==> src/rtl/ro_cache_refill_ctrl.sv <==
// Instruction-cache line refill sequencer: requests a line from the MMU, steers beats
// into the even/odd banks of the victim way, then writes the tag and pulses done.
module ro_cache_refill_ctrl #(
  parameter int ADDR_LENGTH = 32,
  parameter int INSTR_SIZE  = 32,
  parameter int LINE_WORDS  = 16,
  parameter int SETS        = 16,
  parameter int WAYS        = 4,
  localparam int WB    = $clog2(LINE_WORDS),
  localparam int OFF   = WB + 2,
  localparam int SETB  = $clog2(SETS),
  localparam int TAGB  = ADDR_LENGTH - OFF - SETB,
  localparam int WAYB  = $clog2(WAYS),
  localparam int BADDR = WAYB + SETB + WB - 1
) (
  input  logic                   i_clk,
  input  logic                   i_nrst,
  input  logic                   i_miss,
  input  logic [ADDR_LENGTH-1:0] i_miss_addr,
  input  logic [WAYB-1:0]        i_victim_way,
  input  logic                   i_abort,
  output logic                   o_busy,
  output logic                   o_done,
  output logic                   o_mmu_req,
  output logic [ADDR_LENGTH-1:0] o_mmu_addr,
  input  logic                   i_mmu_ack,
  input  logic                   i_mmu_we,
  input  logic [INSTR_SIZE-1:0]  i_mmu_data,
  output logic                   o_bank0_wr,
  output logic                   o_bank1_wr,
  output logic [BADDR-1:0]       o_bank0_addr,
  output logic [BADDR-1:0]       o_bank1_addr,
  output logic [INSTR_SIZE-1:0]  o_bank0_din,
  output logic [INSTR_SIZE-1:0]  o_bank1_din,
  output logic                   o_tag_wr,
  output logic [SETB-1:0]        o_tag_addr,
  output logic [WAYB-1:0]        o_tag_way,
  output logic [TAGB-1:0]        o_tag_din,
  output logic                   o_tag_valid,
  output logic                   o_proto_err
);

  localparam logic [ADDR_LENGTH-1:0] LINE_MASK =
    ~(ADDR_LENGTH'((64'd1 << OFF) - 64'd1));

  typedef enum logic [2:0] {
    S_IDLE,
    S_REQ,
    S_FILL,
    S_TAG,
    S_DONE
  } state_t;

  state_t                 r_state;
  logic [WB-1:0]          r_cnt;
  logic [ADDR_LENGTH-1:0] r_addr;
  logic [WAYB-1:0]        r_way;
  logic                   r_busy;
  logic                   r_req;
  logic                   r_tag_wr;
  logic                   r_tag_valid;
  logic                   r_done;
  logic                   r_aborted;
  logic                   r_proto_err;

  logic                   w_beat;
  logic [BADDR-1:0]       w_baddr;

  // Bank writes follow the beat in the same cycle; counter LSB picks the bank.
  assign w_beat  = (r_state == S_FILL) && i_mmu_we;
  assign w_baddr = {r_way, r_addr[OFF+SETB-1:OFF], r_cnt[WB-1:1]};

  assign o_bank0_wr   = w_beat && !r_cnt[0];
  assign o_bank1_wr   = w_beat &&  r_cnt[0];
  assign o_bank0_addr = w_baddr;
  assign o_bank1_addr = w_baddr;
  assign o_bank0_din  = i_mmu_data;
  assign o_bank1_din  = i_mmu_data;

  assign o_busy      = r_busy;
  assign o_done      = r_done;
  assign o_mmu_req   = r_req;
  assign o_mmu_addr  = r_addr & LINE_MASK;
  assign o_tag_wr    = r_tag_wr;
  assign o_tag_addr  = r_addr[OFF+SETB-1:OFF];
  assign o_tag_way   = r_way;
  assign o_tag_din   = r_addr[ADDR_LENGTH-1:OFF+SETB];
  assign o_tag_valid = r_tag_valid;
  assign o_proto_err = r_proto_err;

  always_ff @(posedge i_clk or negedge i_nrst) begin
    if (!i_nrst) begin
      r_state     <= S_IDLE;
      r_cnt       <= '0;
      r_addr      <= '0;
      r_way       <= '0;
      r_busy      <= 1'b0;
      r_req       <= 1'b0;
      r_tag_wr    <= 1'b0;
      r_tag_valid <= 1'b0;
      r_done      <= 1'b0;
      r_aborted   <= 1'b0;
      r_proto_err <= 1'b0;
    end else begin
      r_tag_wr    <= 1'b0;
      r_tag_valid <= 1'b0;
      r_done      <= 1'b0;
      if (i_mmu_we && (r_state != S_FILL)) r_proto_err <= 1'b1;

      case (r_state)
        S_IDLE: begin
          if (i_miss) begin
            r_addr    <= i_miss_addr;
            r_way     <= i_victim_way;
            r_busy    <= 1'b1;
            r_req     <= 1'b1;
            r_aborted <= 1'b0;
            r_state   <= S_REQ;
          end
        end
        S_REQ: begin
          if (i_abort) begin
            r_req     <= 1'b0;
            r_aborted <= 1'b1;
            r_tag_wr  <= 1'b1;
            r_state   <= S_TAG;
          end else if (i_mmu_ack) begin
            r_req   <= 1'b0;
            r_cnt   <= '0;
            r_state <= S_FILL;
          end
        end
        S_FILL: begin
          if (i_mmu_we) r_cnt <= r_cnt + WB'(1);
          // A beat coinciding with abort is still written; the tag then goes invalid.
          if (i_abort) begin
            r_aborted <= 1'b1;
            r_tag_wr  <= 1'b1;
            r_state   <= S_TAG;
          end else if (i_mmu_we && (r_cnt == WB'(LINE_WORDS - 1))) begin
            r_tag_wr    <= 1'b1;
            r_tag_valid <= 1'b1;
            r_state     <= S_TAG;
          end
        end
        S_TAG: begin
          r_done  <= !r_aborted;
          r_state <= S_DONE;
        end
        S_DONE: begin
          r_busy  <= 1'b0;
          r_state <= S_IDLE;
        end
        default: begin
          r_busy  <= 1'b0;
          r_req   <= 1'b0;
          r_state <= S_IDLE;
        end
      endcase
    end
  end

endmodule
==> config.mk <==
export PLATFORM = sky130hd
export DESIGN_NAME = ro_cache_refill_ctrl
export DESIGN_NICKNAME = d
export VERILOG_FILES = /design/src/rtl/ro_cache_refill_ctrl.sv
export SDC_FILE = /design/constraint.sdc
export NUM_CORES = 1
export LEC_CHECK = 0
export ABC_CLOCK_PERIOD_IN_PS = 1800
export BUFFER_PORTS_ARGS = -buffer_cell sky130_fd_sc_hd__buf_2
export CAP_MARGIN = 20
export CORE_MARGIN = 3
export CORE_UTILIZATION = 39
export DETAILED_ROUTE_END_ITERATION = 6
export PLACE_DENSITY = 0.91
export SLEW_MARGIN = 20
export SYNTH_ARGS = -nofsm -noshare
export SYNTH_HDL_FRONTEND = slang
export SYNTH_SLANG_ARGS = --single-unit
==> constraint.sdc <==
create_clock -name i_clk -period 1.8 [get_ports i_clk]
set_input_delay 0 -clock i_clk [delete_from_list [all_inputs] [get_ports i_clk]]
set_output_delay 0 -clock i_clk [all_outputs]
set_load 0.02 [all_outputs]
* Word level (Yosys, flattened, before mapping)
Index checks and enable logic that the tools add are counted.
Operators by class: add/sub/neg operators 1, equality and inequality tests 13, mux-type cells 25, bitwise operators 2, reduce and logical (&&, ||, !) cells 19
Operators by type and width (count):
- two-way mux 3 bit | 5
- two-way mux 4 bit | 3
- case mux 3 bit (4 select lines) | 1
- two-way mux 1 bit | 11
- AND reduction 3 bit | 3
- inequality test 2 bit, second input constant | 4
- case mux 4 bit (2 select lines) | 1
- equality test 3 x 2 -> 1 bit, second input constant | 2
- inequality test 3 x 2 -> 1 bit, second input constant | 2
- case mux 1 bit (2 select lines) | 3
- OR reduction 3 bit | 2
- logical AND 1 bit | 5
- adder 4 x 1 -> 4 bit, second input constant | 1
- equality test 4 bit, second input constant | 1
- AND reduction 2 bit | 2
- AND reduction 4 bit | 1
- nonzero test 2 bit | 2
- equality test 3 x 1 -> 1 bit, second input constant | 1
- equality test 3 bit, second input constant | 1
- zero test 3 bit | 1
- inequality test 3 bit, second input constant | 1
- case mux 1 bit (3 select lines) | 1
- zero test 1 bit | 2
- inequality test 2 x 1 -> 1 bit, second input constant | 1
- other kinds (2) | 3
Word-level totals: bits in registers 48, bits of input ports 72, output and inout port bits 150, word-level logic and storage cells 71

* Longest topological paths before layout
Gate-level depths: netlist of run 1.
depth after elaboration 5, mapped depth 5, depth with buffers taken out 4

* Worst setup path before layout of run 1
No wires, ideal clock.
path kind reg-to-reg, from register r_state[2], to register r_way[0], in the netlist o_tag_way[0], library setup time 0.127 ns, arrival 1.353 ns, required time 1.673 ns, slack 0.319 ns, stages on the path, launching flop included 6, buffers on the path 2, period minus slack after synthesis 1.481 ns, cell sequence dfrtp_1 > nand2b_1 > nor3_2 > buf_6 > buf_6 > mux2_1
On the way: longest elaborated chain between the ends 2
Ends and longest elaborated chain:
- start, declared | RTL line 54 | state_t r_state;
- start signal, assigned | RTL line 93 | r_state <= S_IDLE;
- start signal, assigned | RTL line 118 | r_state <= S_REQ;
- start signal, assigned | RTL line 126 | r_state <= S_TAG;
- zero test 3 bit | RTL line 110 | case (r_state)
- AND reduction 2 bit (no line)
- end signal, assigned | RTL line 114 | r_way <= i_victim_way;
- end, declared | RTL line 57 | logic [WAYB-1:0] r_way;
Every way passes these cells. A chain may end at the register's enable or synchronous reset.

* Worst setup path in the final report of run 1
from register r_state[1], to output o_bank0_wr
On the way: longest elaborated chain between the ends 3
Ends and longest elaborated chain:
- equality test 3 x 2 -> 1 bit | RTL line 70 | assign w_beat = (r_state == S_FILL) && i_mmu_we;
- logical AND 1 bit | RTL line 70
- logical AND 1 bit | RTL line 73 | assign o_bank0_wr = w_beat && !r_cnt[0];
- end, declared | RTL line 29 | output logic o_bank0_wr,
Every way passes these cells.

==> results of run 1 <==
==> cell usage in the layout, fill, tap and decap left out, drive strengths merged, types with 5 or more instances in the layout <==
cell and n:
buf 116, dfrtp 42, dlygate4sd3 31, mux2 28, inv 7, conb 6
clkbuf 6, nor2b 5, a21oi 5
==> synthesized netlist by cell type, drive strengths merged (2+ instances only) <==
| library cell | instances |
|---|---|
| nand2 | 4 |
| nand4 | 2 |
| clkbuf | 2 |
| nand3 | 2 |
| dfrtp | 42 |
| buf | 117 |
| nor2 | 4 |
| nor2b | 5 |
| nand3b | 2 |
| nand4bb | 2 |
| a21oi | 5 |
| inv | 7 |
| nand2b | 3 |
| o21ai | 3 |
| a21o | 2 |
| mux2 | 28 |
==> flip-flops by register name (all words and copies together) (netlist names) <==
signal and cells:
o_busy 1, o_mmu_req 1, o_tag_wr 1, r_addr 26, o_done 1, o_tag_valid 1, r_state 3, o_tag_way 2
r_aborted 1, o_proto_err 1, r_cnt 4
==> per-stage QoR <==
stage / power [mW] / cells / hold slack (ps) / setup WS (ps)
detailed placement: 4.764 / 323 / 0.2111 / 296.5
global route: 6.073 / 362 / 0.03110 / 95.71
global placement: 4.666 / 323 / 0.2111 / 340.2
finish: 5.699 / 362 / 0.01133 / 216.3
floorplan: 4.561 / 249 / -295.6 / 319.4
CTS: 5.735 / 362 / 0.2111 / 224.0
==> worst max-delay path: stages, from the launching register on <==
cell      delay, ps
dfrtp_1         620
and4bb_2        380
nor2b_1         140
buf_2           160
==> power by group <==
part | leakage, nW | switching, mW | internal (mW)
registers | 0.503 | 0.403 | 1.39
logic | 0.862 | 1.84 | 1.17
clock network | 0.0714 | 0.305 | 0.591
==> kinds of logic after synthesis <==
family | synth area share, %
muxes | 12.13
AOI/OAI and AO/OA | 4.429
xor gates and xnor gates | 0.3371
other | 0.1443
DFF | 40.44
buffers and inverters | 35.29
and+or+nand+nor | 6.740
adders and majority gates | 0.4814
==> worst max path at each step <==
| stage | slack (ps) | to | cells after the start | from |
|---|---|---|---|---|
| after floorplan | 320 | o_tag_way[0]$_DFFE_PN0P_ | 5 | r_state[2]$_DFFE_PN0P_ |
| after global placement | 340 | r_addr[15]$_DFFE_PN0P_ | 3 | r_state[1]$_DFFE_PN0P_ |
| after detailed placement | 300 | r_addr[20]$_DFFE_PN0P_ | 3 | r_state[1]$_DFFE_PN0P_ |
| after CTS | 220 | o_bank0_wr | 3 | r_state[1]$_DFFE_PN0P_ |
| after global routing | 100 | o_bank0_wr | 3 | r_state[1]$_DFFE_PN0P_ |
| final | 220 | o_bank0_wr | 3 | r_state[1]$_DFFE_PN0P_ |
==> layer usage <==
metal  global-route usage (%)  vias up  part of all wire (%)
met4                    9.066        0                   4.1
met2                    22.95      105                    52
met5                        0        -                     0
met1                    12.95      774                    31
met3                    5.174       21                    12
li1                         -      754                     -
==> area by class of cell <==
cell class	instances	area share, %
Sequential cell	42	36.46
Clock inverter	2	2.083
Clock buffer	6	2.865
Multi-Input combinational cell	81	22.74
Inverter	7	0.9115
Timing Repair Buffer	147	31.60
Tap cell	77	3.342
==> metrics.yaml, run 1 <==
async_reset_ff_share_pct: 100.0
grt_pass1_vias: 1644
clockBufferDepth: 2
rows: 29
syn_area_mm2: 0.002599
hold_violations: 0
setup_tns_ps: 0
die_y_um: 87.63
worst_pin_slew_ps: 520.0
die_w_um: 87.63
fin_skew_ps: 4.216
hold_start: "i_mmu_data[22]"
cts_sinks: 42
htreeDepth: 2
ctsHoldBuffers: 31
status: "completed"
slew_headroom_pct: 65.34
gp_congestion: 0.7259
startpoint_type: "flop"
multi_input_area_um2: 655.6
setup_viol: 0
die_area_mm2: 0.007679
fin_crit_ps: 1584
root_buffer: "clkbuf_8"
synth_enable_flop_cells: 0
ys_seq_area_share_pct: 40.44
cp.required_ps: 1800
final_antenna_net_count: 0
hold_end: "o_bank0_din[22]"
core_area_mm2: 0.006386
grt_max_degree: 43
drive_gt1_share_pct: 50.88
ys_types: 33
synthTopCellsByArea: "dfrtp_1, buf_4, mux2_2"
yosysTopAreaCellShare_pct: 40.44
slew_viol_final: 0
antenna_cells: 0
post-cts-setup-buffers: 0
yosys.area.top_type: "dfrtp_1"
dp_hpwl_mm: 3.647
cp.arrival_ps: 1580
avgRoutedWirePerCell_um: 14.80
leakage_nw: 1.437
reg2regPathDepth: 3
final_util_pct: 45.14
ioPinCount: 222
numCtsBuffers: 5
grt_usage_pct: 13.25
powerDensity_mw_per_mm2: 1977
reg2reg_to: "r_addr[20]$_DFFE_PN0P_"
cts_resized: 0
grt_pass1_wl_mm: 8.010
vdd_drop_max_mv: 1.210
maxCapViolCount: 0
drc: 0
hold_depth: 0
synth_ff_type: "dfrtp_1"
cts_tree: "yes"
hold_path.class: "in2out"
finalCritPeriodShare_pct: 87.98
finalInstanceArea_mm2: 0.002883
drtIter0Drc: 122
clock_latency_ps: 280
initial_core_util_pct: 40.69
overflow: 0
placed_cell_area_mm2: 0.002430
dr.pass1.iters: 4
r2r-start: "r_state[1]$_DFFE_PN0P_"
clk_pin_slew_ps: 70
portBuffers: 113
path_class: "reg2out"
viasPerCell: 4.569
fmax_ghz: 0.6314
area_delta_synth_final_pct: 10.93
fill_cells: 569
avgSynthCellArea_um2: 10.65
ys_warn_count: 0
path_max_fanout: 14
routed_wl_mm: 5.356
regArea_mm2: 0.001051
syn_inst: 244
vias: 1654
fin_nets: 357
r2r_setup_slack_ps: 280
antenna_found_initial: 0
rsz0062_at_grt: "no"
ys_ff_latch: 42
cp-end-kind: "primary output"
(Power assumes the default switching activity.)
==> run 2: changes to the inputs <==
BUFFER_PORTS_ARGS = not set   (was -buffer_cell sky130_fd_sc_hd__buf_2)
CORE_AREA = 3 3 86 88   (was not set)
CORE_MARGIN = not set   (was 3)
CORE_UTILIZATION = not set   (was 39)
DIE_AREA = 0 0 89 91   (was not set)
DONT_BUFFER_PORTS = 1   (was not set)
PLACE_DENSITY = 0.61   (was 0.91)
==> run 2 against run 1 <==
  * Via count decreased by 26%
  * Maximum frequency decreased by 4.0%
  * Routed wire length fell by 16%
  * Critical path type unchanged
  * Utilization fell by 9.6 points
  * Critical endpoint unchanged
  * Combinational power down 49%
  * Sequential share of layout area up 7.6 points
  * Sequential power rose by 42%
  * Sequential cell count unchanged
  * Power fell by 15%
  * Critical path depth fell by 1
  * Clock-buffer cell count down 1
  * Global-route usage down 2.2 points
==> metrics.yaml, run 2 (synthesized netlist as in run 1, its figures left out) <==
status: "completed"
htreeDepth: 2
path_class: "reg2out"
final_antenna_net_count: 0
cp.required_ps: 1800
antenna_found_initial: 0
layout_common_cells: "dfrtp_1, dlygate4sd3_1, mux2_2"
fin_nets: 255
die_w_um: 89
dp_cells: 221
pre_cts_slack_ps: 327.9
cts_resized: 0
slew_viol_final: 0
die_area_mm2: 0.008099
initial_core_util_pct: 38.68
dp_hpwl_mm: 3.107
grt_max_degree: 43
vias: 1231
viasPerCell: 4.681
postLayoutSetupSlackWorst_ps: 150.2
clockBufferDepth: 2
power_mw: 4.826
rows: 30
path_max_fanout: 12
regMostFlops: "r_addr"
avgRoutedWirePerCell_um: 17.06
cp.arrival_ps: 1650
grt_pass1_wl_mm: 6.775
drc: 0
drive_gt1_share_pct: 22.40
ctsHoldBuffers: 34
slew_headroom_pct: 62.93
top_regs: "r_addr x26, r_cnt x4, r_state x3"
cts_tree: "yes"
worst_pin_slew_ps: 556.1
die_y_um: 91
layoutNonFillerInstCount: 263
area_delta_synth_final_pct: -8.137
powerDensity_mw_per_mm2: 2021
root_buffer: "clkbuf_8"
largest_register_ffs: 26
overflow: 0
fin_crit_ps: 1650
numCtsBuffers: 5
vdd_drop_max_mv: 0.3830
cp-end-kind: "primary output"
reg2regPathDepth: 4
rsz0062_at_grt: "no"
portBuffers: 0
maxCapViolCount: 0
clock_latency_ps: 290
leakage_nw: 1.020
grt_usage_pct: 11.06
routed_wl_mm: 4.486
fmax_ghz: 0.6061
hold_depth: 0
final_common_cell: "dfrtp_1"
setup_viol: 0
setup_tns_ps: 0
finalCritPeriodShare_pct: 91.66
ioPinCount: 222
post-cts-setup-buffers: 0
hold_path.class: "in2out"
fin_skew_ps: 9.445
clk_pin_slew_ps: 80
hold_violations: 0
grt_pass1_vias: 1341
antenna_cells: 0
fill_cells: 642
gp_congestion: 0.6266
cts_sinks: 42
startpoint_type: "flop"
core_area_mm2: 0.006719
dr.pass1.iters: 4
drtIter0Drc: 11
## run 2: worst max-delay path: stages (launching register included)
cell,delay [ps]
dfrtp_1,520
and4bb_2,430
nor2b_1,410
## run 2: area by class of cell
cell class | instances | area [µm²] | area share (%)
multi-input cells | 81 | 655.6 | 27.46
clock inverters | 3 | 40.04 | 1.677
repair buffers | 45 | 445.4 | 18.66
flip-flops and latches | 42 | 1051 | 44.03
clock buffers | 5 | 68.82 | 2.883
well taps | 80 | 100.1 | 4.193
inverters | 7 | 26.28 | 1.101
## run 2: report_power, final
part | internal [mW] | leakage [nW] | total [mW] | switching, mW
clock network | 0.408 | 0.0579 | 0.724 | 0.316
registers | 1.37 | 0.503 | 2.55 | 1.18
logic | 0.697 | 0.460 | 1.55 | 0.856
total | 2.48 | 1.02 | 4.83 | 2.35
## run 2: per-layer routing
layer	routed length (µm)	vias to the layer above	global-route usage (%)
li1	-	550	-
met1	1432	588	9.526
met2	2417	80	20.48
met3	581	13	5.898
met4	53	0	4.591
met5	0	-	0
## run 2: path summary, 6_finish.rpt
| check | from | end | slack, ps |
|---|---|---|---|
| hold reg to reg | r_aborted$_DFFE_PN0P_ | o_done$_DFF_PN0_ | 470 |
| max in group asynchronous | i_nrst | r_addr[25]$_DFFE_PN0P_ | 1390 |
| min in group asynchronous | i_nrst | r_cnt[3]$_DFFE_PN0P_ | 190 |
| setup reg to reg | r_state[2]$_DFFE_PN0P_ | r_addr[15]$_DFFE_PN0P_ | 320 |
| setup / recovery | r_state[0]$_DFFE_PN0P_ | o_bank0_wr | 150 |
| hold / removal | i_mmu_data[5] | o_bank0_din[5] | 0.01 |
## run 2: per-stage QoR
step                hold WS [ps]  instance area [µm²]  utilization [%]
floorplan                 -295.6                 2618                -
global placement          -294.6                 1928            28.70
detailed placement        -294.6                 1928            28.70
CTS                       0.2111                 2387            35.53
global route             0.03106                 2387            35.53
finish                  0.009921                 2387            35.53
